===== src/rtl/arp_rx_filter.sv =====
`default_nettype none
// ============================================================================
// Module   : arp_rx_filter
// Brief    : ARP request/reply detector with multi-IP match and result FIFO
// Revision : 1.0 - initial release
// ============================================================================
module arp_rx_filter #(
  parameter int NUM_IP       = 2,
  parameter int ACCEPT_REPLY = 1,
  parameter int FIFO_DEPTH   = 4
) (
  input  logic                  clk,
  input  logic                  areset,
  input  logic [47:0]           my_mac,
  input  logic [32*NUM_IP-1:0]  my_ip,
  input  logic [NUM_IP-1:0]     ip_en,
  input  logic                  data_valid,
  input  logic [7:0]            data_rx,
  output logic                  out_valid,
  input  logic                  out_ready,
  output logic                  out_is_reply,
  output logic [2:0]            out_ip_idx,
  output logic [47:0]           out_mac,
  output logic [31:0]           out_ip,
  output logic [15:0]           rx_frames,
  output logic [7:0]            ovf_drops
);

  localparam int              c_AW   = $clog2(FIFO_DEPTH);
  localparam int              c_EW   = 84;
  localparam logic [c_AW:0]   c_FULL = FIFO_DEPTH[c_AW:0];
  // ethertype, htype, ptype, hlen, plen packed in wire order
  localparam logic [63:0]     c_HDR  = 64'h0806_0001_0800_06_04;

  typedef enum logic [1:0] {
    S_IDLE  = 2'd0,
    S_HDR   = 2'd1,
    S_PAD   = 2'd2,
    S_DRAIN = 2'd3
  } state_t;

  state_t      r_state, w_state_nxt;
  logic [5:0]  r_byte_cnt, w_cnt_nxt, w_off;
  logic        w_cap, w_eof;

  logic [47:0] r_dst, r_sha, r_tha;
  logic [79:0] r_ctl;
  logic [31:0] r_spa, r_tpa;

  always_ff @(posedge clk) begin
    if (areset) begin
      r_state    <= data_valid ? S_DRAIN : S_IDLE;
      r_byte_cnt <= 6'd0;
    end else begin
      r_state    <= w_state_nxt;
      r_byte_cnt <= w_cnt_nxt;
    end
  end

  always_comb begin
    w_state_nxt = r_state;
    w_cnt_nxt   = r_byte_cnt;
    w_off       = r_byte_cnt;
    w_cap       = 1'b0;
    w_eof       = 1'b0;
    case (r_state)
      S_IDLE: begin
        if (data_valid) begin
          w_state_nxt = S_HDR;
          w_cnt_nxt   = 6'd1;
          w_off       = 6'd0;
          w_cap       = 1'b1;
        end
      end
      S_HDR: begin
        if (data_valid) begin
          w_cap     = 1'b1;
          w_cnt_nxt = r_byte_cnt + 6'd1;
          if (r_byte_cnt == 6'd41) w_state_nxt = S_PAD;
        end else begin
          w_eof       = 1'b1;
          w_state_nxt = S_IDLE;
        end
      end
      S_PAD: begin
        if (data_valid) begin
          if (r_byte_cnt != 6'd63) w_cnt_nxt = r_byte_cnt + 6'd1;
        end else begin
          w_eof       = 1'b1;
          w_state_nxt = S_IDLE;
        end
      end
      S_DRAIN: begin
        if (!data_valid) w_state_nxt = S_IDLE;
      end
      default: w_state_nxt = S_IDLE;
    endcase
  end

  // Each field shifts in MSB-first while the byte offset lies in its range
  always_ff @(posedge clk) begin
    if (areset) begin
      r_dst <= '0;
      r_ctl <= '0;
      r_sha <= '0;
      r_spa <= '0;
      r_tha <= '0;
      r_tpa <= '0;
    end else if (w_cap) begin
      if (w_off <= 6'd5)                     r_dst <= {r_dst[39:0], data_rx};
      if (w_off >= 6'd12 && w_off <= 6'd21)  r_ctl <= {r_ctl[71:0], data_rx};
      if (w_off >= 6'd22 && w_off <= 6'd27)  r_sha <= {r_sha[39:0], data_rx};
      if (w_off >= 6'd28 && w_off <= 6'd31)  r_spa <= {r_spa[23:0], data_rx};
      if (w_off >= 6'd32 && w_off <= 6'd37)  r_tha <= {r_tha[39:0], data_rx};
      if (w_off >= 6'd38 && w_off <= 6'd41)  r_tpa <= {r_tpa[23:0], data_rx};
    end
  end

  logic       w_hit_any;
  logic [2:0] w_hit_idx;
  logic       w_hdr_ok, w_is_req, w_is_rep, w_match;

  // Descending scan so the lowest matching index is the one left standing
  always_comb begin
    w_hit_any = 1'b0;
    w_hit_idx = 3'd0;
    for (int i = NUM_IP - 1; i >= 0; i--) begin
      if (ip_en[i] && (r_tpa == my_ip[32*i +: 32])) begin
        w_hit_any = 1'b1;
        w_hit_idx = 3'(i);
      end
    end
  end

  assign w_hdr_ok = (r_ctl[79:16] == c_HDR);
  assign w_is_req = (r_ctl[15:0] == 16'd1) && (r_dst == 48'hFFFF_FFFF_FFFF);
  assign w_is_rep = (ACCEPT_REPLY != 0) && (r_ctl[15:0] == 16'd2) &&
                    (r_dst == my_mac) && (r_tha == my_mac);
  assign w_match  = w_eof && (r_state == S_PAD) && w_hdr_ok && w_hit_any &&
                    (w_is_req || w_is_rep);

  logic [c_EW-1:0] r_mem [FIFO_DEPTH];
  logic [c_AW-1:0] r_wptr, r_rptr;
  logic [c_AW:0]   r_count;
  logic [c_EW-1:0] r_last, w_head;
  logic            w_full, w_pop, w_push;

  assign out_valid = (r_count != '0);
  assign w_full    = (r_count == c_FULL);
  assign w_pop     = out_valid && out_ready;
  assign w_push    = w_match && (!w_full || w_pop);
  assign w_head    = out_valid ? r_mem[r_rptr] : r_last;
  assign {out_is_reply, out_ip_idx, out_mac, out_ip} = w_head;

  always_ff @(posedge clk) begin
    if (w_push && !areset) r_mem[r_wptr] <= {w_is_rep, w_hit_idx, r_sha, r_spa};
  end

  always_ff @(posedge clk) begin
    if (areset) begin
      r_wptr  <= '0;
      r_rptr  <= '0;
      r_count <= '0;
      r_last  <= '0;
    end else begin
      if (w_push) r_wptr <= r_wptr + 1'b1;
      if (w_pop) begin
        r_rptr <= r_rptr + 1'b1;
        r_last <= r_mem[r_rptr];
      end
      case ({w_push, w_pop})
        2'b10:   r_count <= r_count + 1'b1;
        2'b01:   r_count <= r_count - 1'b1;
        default: r_count <= r_count;
      endcase
    end
  end

  always_ff @(posedge clk) begin
    if (areset) begin
      rx_frames <= '0;
      ovf_drops <= '0;
    end else begin
      if (w_eof && rx_frames != 16'hFFFF) rx_frames <= rx_frames + 16'd1;
      if (w_match && w_full && !w_pop && ovf_drops != 8'hFF) ovf_drops <= ovf_drops + 8'd1;
    end
  end

endmodule
`default_nettype wire


===== config.mk =====
export PLATFORM = sky130hd
export DESIGN_NAME = arp_rx_filter
export DESIGN_NICKNAME = d
export VERILOG_FILES = /design/src/rtl/arp_rx_filter.sv
export SDC_FILE = /design/constraint.sdc
export NUM_CORES = 1
export LEC_CHECK = 0
export CAP_MARGIN = 0
export CORE_MARGIN = 2
export CORE_UTILIZATION = 54
export CTS_BUF_LIST = sky130_fd_sc_hd__clkbuf_2
export DETAILED_ROUTE_END_ITERATION = 8
export PLACE_DENSITY = 0.78
export RECOVER_POWER = 25
export REMOVE_ABC_BUFFERS = 1
export SETUP_SLACK_MARGIN = 0.02
export SYNTH_ARGS = -nofsm -noshare
export SYNTH_HDL_FRONTEND = slang
export SYNTH_SLANG_ARGS = --single-unit

===== constraint.sdc =====
create_clock -name clk -period 5.3 [get_ports clk]
set_clock_uncertainty 0.2 [all_clocks]
set_input_delay 1.06 -clock clk [delete_from_list [all_inputs] [get_ports clk]]
set_output_delay 1.06 -clock clk [all_outputs]
set_load 0.05 [all_outputs]

==> flow_results.org, run 1 <==
** Floorplanning
- The floorplan step set the die height to 238 µm.
- For this configuration, the core starts out at a cell density of a little over half.
- In this run the count of I/O pins placed on the die edge is between 200 and 250.
- The floorplan step defined a die boundary enclosing 0.0566 mm².
- The region available for standard cell placement spans 0.0539 mm².
- Floorplan row count :: 85
- The floorplan step set the die width to between 200 and 250 µm.

** Timing
- In this run the tightest slew margin relative to its limit is roughly 28%.
- At the pin with the least slew margin, the transition time is between 1 and 1.5 ns.
- The final critical path takes up between 90% and 100% of the cycle.
- Max Clk Rate :: 198 MHz
- Setup repair after global routing left no endpoint under its margin.
- Minimum clock period after layout :: 5.06 ns
- The count of final max-slew check failures came to 0.
- Total of endpoints with negative setup slack in the final report :: 0
- The final hold violation count is 0.
- Fin Setup TNS :: 0 ns

** Layout
- The library cells used most frequently in the layout, excluding fill and tap cells, are sky130_fd_sc_hd__nand2_1 (674), sky130_fd_sc_hd__dfxtp_1 (407), sky130_fd_sc_hd__a21oi_1 (335), sky130_fd_sc_hd__edfxtp_1 (330), sky130_fd_sc_hd__clkbuf_2 (282).
- The filler cells instantiated in the layout total between 4000 and 5000.
- Final layout net count :: 3056
- Of the cells placed in the final design, the portion with a size suffix greater than 1 is about 18%.
- From synthesis to final layout, the design area changed by 16.9%.
- Count of non-filler cells in the finished layout :: between 3000 and 4000
- For this run, the share of the core covered by cells in the final layout is 64.0%.
- The finished cells cover ~0.034 mm².
- Most common cell after layout, fill and taps aside :: sky130_fd_sc_hd__nand2_1

** Clock network
- Clock tree synthesis found a total of roughly 740 sinks.
- TritonCTS built the clock tree.
- Counting the buffers created by CTS gives approximately 180.
- No sink is reached through more buffers than the 3 on the longest clock path.
- After clock tree synthesis, the clock-pin slew on the worst setup and hold paths is roughly 0.090 ns.
- Clock Latency Late Sink :: 1.31 ns
- The H-tree generated during clock tree synthesis spans 4 levels.
- The tree is rooted in a sky130_fd_sc_hd__clkbuf_2.

** Yosys
- Post-Syn Area :: 0.0295 mm²
- After synthesis, the mean cell area works out to 11.3 µm².
- After synthesis the netlist holds a flip-flop and latch count of 739.
- The share of the Yosys chip area taken by registers is 61.3%.
- After synthesis, the share of flip-flops with an asynchronous set or reset is 0%.
- Main combinational cell family by area after synthesis :: simple AND/OR/NAND/NOR gates
- In the synthesized netlist, the number of instances is 2608.
- Mux share of post-synthesis cell area :: between 10 and 15%
- Yosys printed 0 warnings.
- Of the total synthesized cell area, the portion taken by full adders, half adders and majority gates is less than 1%.
- The synthesized netlist devotes under 10% of its cell area to compound gates.
- Leading register cell type out of synthesis :: sky130_fd_sc_hd__dfxtp_1
- Number of enable flip-flop cells after synthesis :: 330
- Synthesized-area fraction occupied by and/or/nand/nor cells :: 13.7%
- Distinct cell type count of the synthesized netlist :: 53
- The synthesized netlist devotes ~4.6% of its cell area to XOR and XNOR gates.

** Place
- Detail Placement HPWL :: 45100 µm
- Once placement completed, the tool counted placed cells totaling approximately 3400.
- Global placement routability congestion :: 0.914
- Port buffering added about 230 buffers.
- Placed instance area :: 0.0326 mm²

** Pwr
- Worst voltage drop across the vdd grid :: 0.175 mV
- For this design the ratio of total power to cell area is roughly 300 mW/mm².
- Static leakage :: between 10 and 15 nW

** Critical path
- Critical path class :: flop to output pin
- Kind of capture point of the worst setup path :: output pin
- WP data required :: 4.04 ns
- Walking the worst path, the cells encountered are buf_4, mux4_2, mux2_2, clkdlybuf4s50_1.
- The critical path contains buffers and inverters numbering 2 combined.
- Critical path's slowest cell :: sky130_fd_sc_hd__clkdlybuf4s50_1
- For the worst setup path, the data arrival time is approximately 3.8 ns.
- Critical path's top delay family :: buffers and inverters
- Max stage delay on crit path :: 0.71 ns
- The worst setup path is launched from a flop.
- Launch point of the worst reg-to-reg path :: r_tpa[17]
- Along the worst path, the maximum fanout reaches 24.

** GRT
- For this run, the total global-route usage over all layers was measured as 25.1%.
- Remaining global-route overflow :: 0
- The via count of the first global-routing pass is 20900.
- The number of antenna violations at the first check in global routing came to 3.
- The first global-routing pass estimated between 100000 and 150000 µm of wire.
- Entering global routing, the biggest net connects 88 pins.

** Routing
- Post-DRT Antenna Nets :: 0
- After detailed routing, the number of vias per cell comes to 5.58.
- For this run, the detailed router's first-pass iteration total came to 7.
- The final layout contains routed wiring with a total length of 70700 µm.
- Mean routed wirelength per cell :: around 19 µm
- Total via count in the routed design :: 21000
- Count of routing violations after the opening detailed-route iteration :: 1774
- Number of remaining DRC errors :: 0

** Min path
- Startpoint of the lowest-slack hold path :: r_last[75]
- Class of the most critical hold timing path :: flop to flop

** Outcome
- The run finished with clean final reports.

** Run
- Across the run, the number of max-cap violations was 0.
## power by group
group	total, mW	switching [mW]	internal (mW)	leakage (nW)
Clock	3.86	2.25	1.61	1.33
Combinational	0.401	0.238	0.163	4.42
Sequential	5.93	0.0232	5.91	6.79
Total	10.2	2.51	7.68	12.5
## metal layers
metal | up-vias | GRT usage (%) | part of all wire (%)
met1 | 10300 | 31.4 | 41
met3 | 125 | 5.84 | 6.2
met5 | - | 0 | 0
met4 | 0 | 10.2 | 2.6
li1 | 9891 | - | -
met2 | 749 | 42.2 | 51
## synth_stat cells (all sizes together), types with 11 or more instances
master / n / share of area [%]
nor2: 91 / 1.2
nor3: 18 / 0.31
xnor2: 69 / 2.0
and3: 16 / 0.34
a21oi: 335 / 5.7
buf: 17 / 0.24
nor4: 35 / 0.74
ha: 12 / 0.51
nand4: 38 / 0.81
or3: 11 / 0.23
inv: 11 / 0.14
nand3: 27 / 0.50
xor2: 86 / 2.6
dfxtp: 409 / 28
mux2i: 52 / 1.8
mux2: 85 / 3.2
o21ai: 12 / 0.20
clkbuf: 137 / 1.7
mux4: 82 / 6.3
nand2: 676 / 8.6
edfxtp: 330 / 34
## worst min-delay path, cell delays in order, from the launching register on
cell                      delay (ns)
sky130_fd_sc_hd__dfxtp_1        0.32
sky130_fd_sc_hd__nand2_1        0.05
sky130_fd_sc_hd__a21oi_1        0.05
## worst paths after layout
kind                        to  depth (start not counted)  slack (ns)
hold / removal      r_last[75]                          2        0.26
setup / recovery    out_ip[19]                          4        0.24
setup reg to reg  r_mem[2][45]                          9        1.45
hold reg to reg     r_last[75]                          2        0.26
## cells by family after synthesis
| group | after synthesis |
|---|---|
| other | 1 |
| AND/OR/NAND/NOR | 953 |
| XOR/XNOR | 155 |
| buffers and inverters | 165 |
| AO/OA/AOI/OAI | 363 |
| adder cells (fa/ha/maj) | 13 |
| flip-flops | 739 |
| multiplexers | 219 |
## flip-flops by register name, indices dropped and copies added (netlist names), named ones only
signal,count
ovf_drops,8
r_byte_cnt,6
r_count,3
r_ctl,80
r_dst,48
r_last,82
r_mem,328
r_rptr,2
r_sha,48
r_spa,32
r_state,2
r_tha,48
r_tpa,32
r_wptr,2
rx_frames,16
## final cells by class
type | count | area (µm²) | area share, %
clock inverter | 50 | 324 | 0.939
timing repair buffer | 280 | 2880 | 8.35
antenna | 4 | 10.0 | 0.0290
inverter | 11 | 41.3 | 0.120
clock buffer | 282 | 1410 | 4.09
sequential | 739 | 18100 | 52.5
multi-input combinational | 1706 | 10900 | 31.5
tap | 696 | 871 | 2.52
## repair_timing
| item | in CTS | in global routing |
|---|---|---|
| resized for setup | 2 | 0 |
| setup buffers | 9 | 0 |
| endpoints found under the hold margin | 74 | 0 |
| hold buffers | 1 | 0 |
| endpoints found under the setup margin | 80 | 0 |
## through the flow
| stage | setup slack (ns) | hold WS, ns | power [mW] |
|---|---|---|---|
| finish | 0.241 | 0.256 | 10.2 |
| CTS | 0.0267 | 0.210 | 10.3 |
| floorplan | -0.855 | 0.226 | 6.22 |
| global route | 0.0230 | 0.259 | 10.6 |
| detailed placement | 0.430 | 0.248 | 6.46 |
| global placement | 0.501 | 0.239 | 6.45 |
Power figures use the tool's default switching activity.
==> run 2, diff against run 1 <==
- GPL_TIMING_DRIVEN: not set -> 0
- PLACE_DENSITY: 0.78 -> 0.85
==> run 2 against run 1 <==
Global-route usage down 0.11 points. Combinational power up 3%. First-iteration DRC count down 6.5%. Critical path type unchanged. Sequential power about the same. Non-clock buffer count down 21. Die area unchanged. Critical path depth down 1. Design area up 0.16%. Total power down 0.29%. Sequential share of layout area down 0.086 points. Largest power group unchanged. Critical endpoint is now out_ip_idx[0].
==> flow_results.org, run 2 (synthesis gave the netlist of run 1 again) <==
** Timing
- Minimum clock period after layout :: 5.08 ns (+0.0214 ns)
- The final hold violation count is 0 (unchanged).
- Share of the clock period used by the worst path after layout :: 95.9% (+0.40 points)
- The count of final max-slew check failures is 0 (unchanged).
- Total of endpoints with negative setup slack in the final report :: 0 (unchanged)
- The maximum achievable frequency was 197 MHz (-0.42%).
- The worst slew slack as a fraction of its limit came to 16.1% (-11 points).
- Worst Tran Pin Value :: 1.26 ns (+0.171 ns)
- The worst path setup slack after routing is 0.220 ns (-0.0214 ns).

** Floorplanning
- Initial Util :: 54.8% (unchanged)
- Floorplan row count :: 85 (unchanged)
- The full die area is 0.0566 mm² (unchanged).
- Std-Cell Core Area :: 0.0539 mm² (unchanged)
- The width of the die came to 238 µm (unchanged).
- The number of placed I/O pins was 235 (unchanged).
- Die Y-Extent :: 238 µm (unchanged)

** GRT
- Antenna violations before repair :: 3 (unchanged)
- The maximum number of pins on one net before global-route repair is 166 (+89%).
- Remaining global-route overflow :: 0 (unchanged)
- The via count of the first global-routing pass is 20900 (-0.16%).
- The first-pass GRT wire length is 110000 µm (-0.94%).
- The overall fraction of global-route tracks in use was 25.0% (-0.11 points).

** Run
- Max Cap Violations :: 0 (unchanged)

** Layout
- Leaving out fill and tap cells, the most frequent cell in the layout is sky130_fd_sc_hd__nand2_1.
- The ratio of cells with drive above 1 in the final layout came to 16.9% (-0.73 points).
- Final layout net count :: 3033 (-0.75%)
- Commonest cells after routing, fill and taps aside :: sky130_fd_sc_hd__nand2_1 (674), sky130_fd_sc_hd__dfxtp_1 (407), sky130_fd_sc_hd__a21oi_1 (335), sky130_fd_sc_hd__edfxtp_1 (330), sky130_fd_sc_hd__clkbuf_2 (275)
- The final core area utilization was 64.1% (+0.10 points).
- Counting flops per register, the top entry is r_mem.
- Largest regs :: r_mem x328, r_last x82, r_ctl x80
- The total non-filler cell area in the finished layout was 0.0346 mm² (+0.16%).
- Area growth syn-to-layout :: 17.1%
- The flip-flop count of the largest register, all copies and words added was 328 (unchanged).

** Routing
- The routed wire length was 70900 µm (+0.25%).
- The number of design-rule violations left by the first detailed-router iteration was 1659 (-6.5%).
- The count of antenna-violating nets left after detailed routing came to 0 (unchanged).
- The via density per instance was 5.63 (+0.90%).
- The total DRC errors in the routed layout was 0 (unchanged).
- Pre-Repair DR Iteration Count :: 6 (-1)
- The wire length per cell was 19.0 µm (+1.2%).
- Total via count in the routed design :: 21000 (-0.062%)

** Critical path
- Maximum net fanout on the critical path :: 23 (-4.2%)
- The worst setup path is of the flop to output pin kind.
- Kind of capture point of the worst setup path :: output pin
- Worst endpoint data arrival time :: 3.82 ns (+0.02 ns)
- Max stage delay on crit path :: 0.84 ns (+0.13 ns)
- The critical path goes through or3_2, mux2_2, clkdlybuf4s50_1.
- The worst setup path is launched from a flop.
- Critical path's slowest cell :: sky130_fd_sc_hd__or3_2
- The critical path required time came to 4.04 ns (about the same).

** Pwr
- Static leakage :: 12.7 nW (+1.1%)
- The worst ir drop on vdd is 0.191 mV (+9.3%).
- Switching portion of total power :: 24.3% (-0.37 points)
- Switching component of the power :: 2.47 mW (-1.8%)
- The power per cell area was 294 mW/mm² (-0.45%).
- Combinational group share of total power :: 4.1% (+0.2 points)
- Internal :: 7.70 mW (+0.19%)
- Sum of internal, switching and leakage power :: 10.2 mW (-0.29%)
- Clock group share of total power :: 37.6% (-0.3 points)
- The sequential fraction of design power came to 58.4% (+0.2 points).

** Place
- Worst-case setup slack after placement :: -0.263 ns (-0.693 ns)
- Detail Placement HPWL :: 44100 µm (-2.2%)
- Placed instance area :: 0.0327 mm² (+0.32%)
- The number of port buffers was 232 (unchanged).
- The routability-driven placement congestion ratio was 0.876 (-4.1%).

** Clock network
- The number of levels the H-tree was split into is 4 (unchanged).
- The clock sink total was 739 (unchanged).
- Clock-pin slew on the worst setup and hold paths :: 0.12 ns (+0.03 ns)
- The maximum clock path buffer count came to 3 (unchanged).
- The number of buffers added by the clock tree synthesis step came to 176 (-1.7%).
- TritonCTS clock tree :: yes
- Cell at the root of the clock tree :: sky130_fd_sc_hd__clkbuf_2
- Clock Latency Late Sink :: 1.35 ns (+0.04 ns)

** Min path
- Class of the most critical hold timing path :: flop to flop

** Outcome
- The run finished with clean final reports.
-- run 2: critical path, delay by kind of cell (launching register included) --
kind          cells  cell delay [ns]
simple gates      1             0.84
buf+inv           1             0.82
flops             1             0.47
mux               1             0.34
-- run 2: cell type report --
class / count / area [µm²]
clock buffers: 275 / 1380
repair buffers: 259 / 2960
multi-input cells: 1707 / 10900
inverters: 11 / 41.3
flip-flops and latches: 739 / 18100
clock inverters: 43 / 325
diodes: 2 / 5.00
well taps: 696 / 871
fillers: 4020 / 19400
-- run 2: power groups by stage --
| stage | clock network, mW | logic [mW] | registers (mW) |
|---|---|---|---|
| 5_1_grt | 4.24 | 0.443 | 5.94 |
| 3_5_place_dp | 0 | 0.410 | 6.06 |
| 2_1_floorplan | 0 | 0.150 | 6.07 |
| 3_3_place_gp | 0 | 0.396 | 6.06 |
| 4_1_cts | 3.93 | 0.412 | 5.93 |
| 6_report | 3.82 | 0.412 | 5.93 |
-- run 2: worst paths after layout --
path	cells after the start	endpoint	start	slack, ns
worst max-delay path	3	out_ip_idx[0]	r_count[1]	0.22
worst min-delay path	2	r_sha[26]	r_sha[18]	0.25
worst max register to register	9	r_mem[2][48]	r_dst[5]	0.78
worst min register to register	2	r_sha[26]	r_sha[18]	0.25
-- run 2: per-layer routing --
layer	global-route usage, %	up-vias	share of wire (%)	wire, µm
li1	-	9852	-	-
met1	30.9	10200	40	28300
met2	43.0	852	51	36100
met3	5.77	104	7.1	5020
met4	8.86	2	2.1	1470
met5	0	-	0.021	15
-- run 2: metrics by stage --
step           instances  setup TNS (ns)  hold slack, ns
2_1_floorplan       2455         -105.00           0.226
3_3_place_gp        3383        -6937.45           0.239
3_5_place_dp        3407          -48.22           0.245
4_1_cts             3730               0           0.219
5_1_grt             3732         -0.0426           0.278
6_report            3732               0           0.249
-- run 2: repair_timing --
| item | 4_1_cts | 5_1_grt |
|---|---|---|
| gates resized for setup | 1 | 10 |
| endpoints found under the hold margin | 97 | 0 |
| pin swaps | 1 | 0 |
| cloned | 2 | 0 |
| endpoints found under the setup margin | 71 | 10 |
| buffers inserted | 2 | 0 |
| hold buffers | 1 | 0 |
==> run 3, diff against run 2 <==
- ABC_CLOCK_PERIOD_IN_PS: not set -> 5300
==> results of run 3 <==
Same layout as run 2: the final DEF is identical, and so are final timing and power.
==> edit 1: new RTL, config.mk and constraints of run 1 <==
Re-encode `state_t` (4 states) as one-hot, 4 bits wide.
--- a/src/rtl/arp_rx_filter.sv
+++ b/src/rtl/arp_rx_filter.sv
@@ -33,9 +33,9 @@
   localparam logic [63:0]     c_HDR  = 64'h0806_0001_0800_06_04;
 
-  typedef enum logic [1:0] {
-    S_IDLE  = 2'd0,
-    S_HDR   = 2'd1,
-    S_PAD   = 2'd2,
-    S_DRAIN = 2'd3
+  typedef enum logic [3:0] {
+    S_IDLE  = 4'b0001,
+    S_HDR   = 4'b0010,
+    S_PAD   = 4'b0100,
+    S_DRAIN = 4'b1000
   } state_t;
 
Formal check against the unedited RTL: no difference found for any inputs over 4 cycles, from zero or initial values and one cycle with areset high; so few cycles prove little.
==> edit 1 against run 1 <==
Die area up 2.2%. Sequential cell count up 2. Combinational power up 19%. Routed wire length up 11%. Cell area up 1.6%. Via count up 5.7%. Worst setup slack better by 0.0075 ns. Synthesized area up 2.3%. Count of clock-buffer cells in the layout down 7. Power down 0.96%. Largest cell class unchanged.
==> edit 1: results (changes against run 1) <==
cts_buffer_depth: 3  # unchanged
synth_commonest_cells: "777 x nand2_1, 409 x dfxtp_1, 386 x a21oi_1"
min-delay-start: "r_last[76]$_SDFFE_PP0P_"
vias_per_cell: 5.62  # +0.74%
clk_pin_slew_worst_paths_ns: 0.10
critPathArrivalTime_ns: 3.79  # about the same
gp_congestion: 0.936  # +2.5%
synth_compound_area_frac: 0.0721  # +0.00823
reg_top3: "r_mem (328), r_last (82), r_ctl (80)"
drt_iter0_drc: 1949  # +9.9%
placed_area_sq_um: 33400  # +2.2%
synth_warnings: 0  # unchanged
status: "complete, no violations"
grt_max_degree: 213  # +140%
cts_root_buf: "clkbuf_2"
hold_end: "r_last[76]$_SDFFE_PP0P_"
nets: 3193  # +4.5%
clk_latency_ns: 1.31  # about the same
synth_top_flop_cell: "dfxtp_1"
worstReg2RegEnd: "r_mem[3][83]$_DFFE_PP_"
slowest_stage: "clkdlybuf4s50_1"
slew_headroom: 0.316  # +0.0409
synthAdderAreaFrac: 0.00398  # -0.00179
antenna_found_initial: 5  # +2
grt_overflow: 0  # unchanged
synth.mux.area_fraction: 0.0928  # -0.0198
leakagePower_uw: 0.0129  # +2.6%
synth-xor-area-share: 0.0496  # +0.00362
synth.distinct_cells: 59  # +11%
post_drt_wl_per_cell_um: 19.8  # +5.5%
critPathMaxFanout: 43  # +79%
async_reset_ff_frac: 0  # unchanged
peakVddDrop_uv: 163  # -6.6%
cts_buffers: 178  # -0.56%
grt_pass1_vias: 21700  # +3.9%
synthTopCellsByArea: "edfxtp_1 33%, dfxtp_1 27%, nand2_1 9.7%, a21oi_1 6.4%, mux4_2 6.1%"
ys_seq_area_frac: 0.601  # -0.0117
hold-path-cell-count: 2  # unchanged
slowest_delay_ns: 0.71  # about the same
synth_edf_count: 332  # +0.61%
drive_gt1_frac: 0.166  # -0.0104
reg2reg_from: "r_ctl[11]$_SDFFE_PP0P_"
portBuffers: 232  # unchanged
grt_pass1_wl_um: 120000  # +7.9%
rr_worst_depth: 9  # unchanged
r2r_slack_ns: 1.14  # -0.31 ns
drtPass1Iterations: 8  # +1
hold_path.class: "reg -> reg"
grtUsageTotal: 0.273  # +0.0217
hold_ws_ns: 0.258  # +0.00160 ns
dp_hpwl_um: 51000  # +13%
-- edit 1: power by group --
group,switching [uW],internal (uW)
combinational,305,174
sequential,42.7,5940
clock,2210,1420
total,2560,7540
-- edit 1: per-stage QoR --
stage / utilization / std cells / power, uW / setup slack (ns) / setup TNS [ns]
6_report: 0.635 / 3952 / 10100 / 0.249 / 0
5_1_grt: 0.635 / 3951 / 10500 / -0.000628 / -0.000628
4_1_cts: 0.634 / 3949 / 10200 / 0.0298 / 0
3_5_place_dp: 0.604 / 3621 / 6590 / 0.347 / 0
3_3_place_gp: 0.604 / 3621 / 6580 / 0.321 / 0
2_1_floorplan: - / 2602 / 6300 / -0.838 / -116.35
-- edit 1: final cells by class --
type                            count  area [sq um]
Tap cell                          748           936
Inverter                            6          22.5
Clock inverter                     48           228
Clock buffer                      275          1380
Fill cell                        4296         20100
Antenna cell                        3          7.51
Timing Repair Buffer              274          2850
Multi-Input combinational cell   1857         11500
Sequential cell                   741         18200
-- edit 1: repair_timing --
item	CTS	global route
gates resized for setup	14	17
pin swaps	1	0
endpoints found under the hold margin	85	0
endpoints found under the setup margin	57	17
setup buffers	2	0
gates cloned	2	0
hold buffers	1	0
-- edit 1: worst min-delay path, stage by stage, from the launching register on --
cell	delay (ns)
dfxtp_1	0.32
nand2_1	0.05
a21oi_1	0.05
-- edit 1: logic make-up after synthesis --
logic type / after synthesis
AND/OR/NAND/NOR: 1087
XOR/XNOR: 171
AO/OA/AOI/OAI: 419
adder cells (fa/ha/maj): 9
flip-flops: 741
other: 1
multiplexers: 167
buffers and inverters: 163
-- edit 1: worst max-delay path by stage --
stage / start / end / slack (ns)
2_1_floorplan: r_count[0]$_SDFFE_PP0P_ / r_count[2]$_SDFFE_PP0P_ / -0.84
3_3_place_gp: my_mac[9] / r_mem[0][24]$_DFFE_PP_ / 0.32
3_5_place_dp: my_ip[59] / r_mem[3][77]$_DFFE_PP_ / 0.35
4_1_cts: register / out_mac[6] / 0.03
5_1_grt: register / out_ip[30] / -0.0006
6_report: r_count[0]$_SDFFE_PP0P_ / out_mac[42] / 0.25
-- edit 1: routing by layer --
metal	up-vias	track usage	wire [um]
li1	10500	-	-
met1	10800	0.355	32700
met2	818	0.438	37800
met3	132	0.0713	5560
met4	0	0.104	2120
met5	-	0	0
==> edit 2: new RTL, settings of run 1 <==
Made on the original files. The parameter `FIFO_DEPTH` goes from 4 to 8.
--- a/src/rtl/arp_rx_filter.sv
+++ b/src/rtl/arp_rx_filter.sv
@@ -8,5 +8,5 @@
   parameter int NUM_IP       = 2,
   parameter int ACCEPT_REPLY = 1,
-  parameter int FIFO_DEPTH   = 4
+  parameter int FIFO_DEPTH   = 8
 ) (
   input  logic                  clk,
Behaviour: no difference found for any inputs over 4 cycles, from zero or initial values and one cycle with areset high; that may be too few to reach the edited logic, so the function may still have changed.
==> edit 2 against run 1 <==
Power up 43%. Worst setup slack worse by 0.041 ns. Cell area up 43%. Sequential cell count up 332. Routed wire length up 47%. Synthesized area up 45%. Highest routed layer is now met5.
==> edit 2: results (changes against run 1) <==
ys_seq_area_frac: 0.656  # +0.0427
fillers: 5957  # +46%
critPathMaxFanout: 21  # -13%
nets: 3852  # +26%
grt_util_met1: 0.330  # +0.0169
met2_usage: 0.423  # +0.000952
crit_end: "out_mac[47]"
grt_pass1_wl_um: 160000  # +44%
worstReg2RegEnd: "r_mem[7][17]$_DFFE_PP_"
hold_ws_ns: 0.194  # -0.0628 ns
synth_top_flop_cell: "edfxtp_1"
drt_wl_total_um: 104000  # +47%
internal_power_uw: 11100  # +45%
clk_pin_slew_worst_paths_ns: 0.11  # +0.02 ns
leakagePower_uw: 0.0181  # +44%
drtPass1Iterations: 5  # -2
cts_resized: 44  # +42
top_layer: "met5"
cts_setup_buffers: 6  # -3
slew_headroom: 0.245  # -0.0309
cts_max_level: 5  # +1
min-delay-start: "r_ctl[24]$_SDFFE_PP0P_"
reg_top3: "r_mem (656), r_last (82), r_ctl (80)"
dp_cells: 4477  # +31%
synth_commonest_cells: "658 x edfxtp_1, 617 x nand2_1, 413 x dfxtp_1"
rr_worst_depth: 7  # -2
r2r_slack_ns: 0.84  # -0.61 ns
grtUsageMet3: 0.0578  # -0.000662
synth_edf_count: 658  # +99%
reg2reg_from: "r_dst[40]$_SDFFE_PP0P_"
critPathArrivalTime_ns: 3.84  # +0.04 ns
gp_congestion: 0.977  # +6.9%
cts_buffers: 277  # +55%
post-place-ws_ns: -0.0127  # -0.443 ns
peakVddDrop_uv: 156  # -11%
num_vias: 28200  # +34%
grtUsageTotal: 0.254  # +0.00310
drive_gt1_frac: 0.183  # +0.00655
status: "complete, no violations"
synth.distinct_cells: 55  # +3.8%
dr_wl_met3_um: 6900  # +59%
drt_iter0_drc: 2640  # +49%
hold_end: "r_ctl[32]$_SDFFE_PP0P_"
wl_met1_um: 42400  # +47%
synth.avg_cell_area_sq_um: 12.9  # +14%
grt_max_degree: 177  # +100%
## edit 2: cell types whose count changed after synthesis, moves of 23 or more
cell / delta
mux2i_1: +38
nand2_1: -59
nor2_1: +125
mux2_2: -82
mux4_2: +82
xnor2_1: +28
a211oi_1: +81
clkbuf_1: +40
nand4_1: +23
a21oi_1: +55
edfxtp_1: +328
## edit 2: power groups by stage
stage | sequential (uW) | clock [uW] | combinational, uW
after floorplan | 8960 | 0 | 173
after global placement | 8960 | 0 | 439
after detailed placement | 8960 | 0 | 440
after CTS | 8770 | 5550 | 442
after global routing | 8780 | 5990 | 477
final | 8770 | 5390 | 443
## edit 2: cell type report
class                   count  area share
clock inverters            45     0.00463
repair buffers            306      0.0689
well taps                1050      0.0267
diodes                      2    0.000102
clock buffers             432      0.0440
inverters                  15     0.00115
flip-flops and latches   1071       0.570
multi-input cells        2042       0.284
## edit 2: cells by family (layout without fill, tap and decap cells)
| group | Yosys count | after routing | share of synthesized area |
|---|---|---|---|
| flip-flops | 1071 | 1071 | 0.656 |
| buffers and inverters | 214 | 798 | 0.0192 |
| AO/OA/AOI/OAI | 508 | 508 | 0.0658 |
| XOR/XNOR | 163 | 163 | 0.0334 |
| multiplexers | 256 | 256 | 0.108 |
| other | 1 | 4 | 0.0000877 |
| AND/OR/NAND/NOR | 1100 | 1100 | 0.114 |
| adder cells (fa/ha/maj) | 13 | 13 | 0.00398 |
## edit 2: metrics by stage
stage               instance area, sq um  power, uW
floorplan                          42000       9140
global placement                   46600       9400
detailed placement                 46600       9400
CTS                                49100      14800
global route                       49200      15200
finish                             49200      14600
## edit 2: tightest hold or removal path: stages (launching register included)
cell     delay (ns)
dfxtp_1        0.36
nand2_1        0.08
a21oi_1        0.05
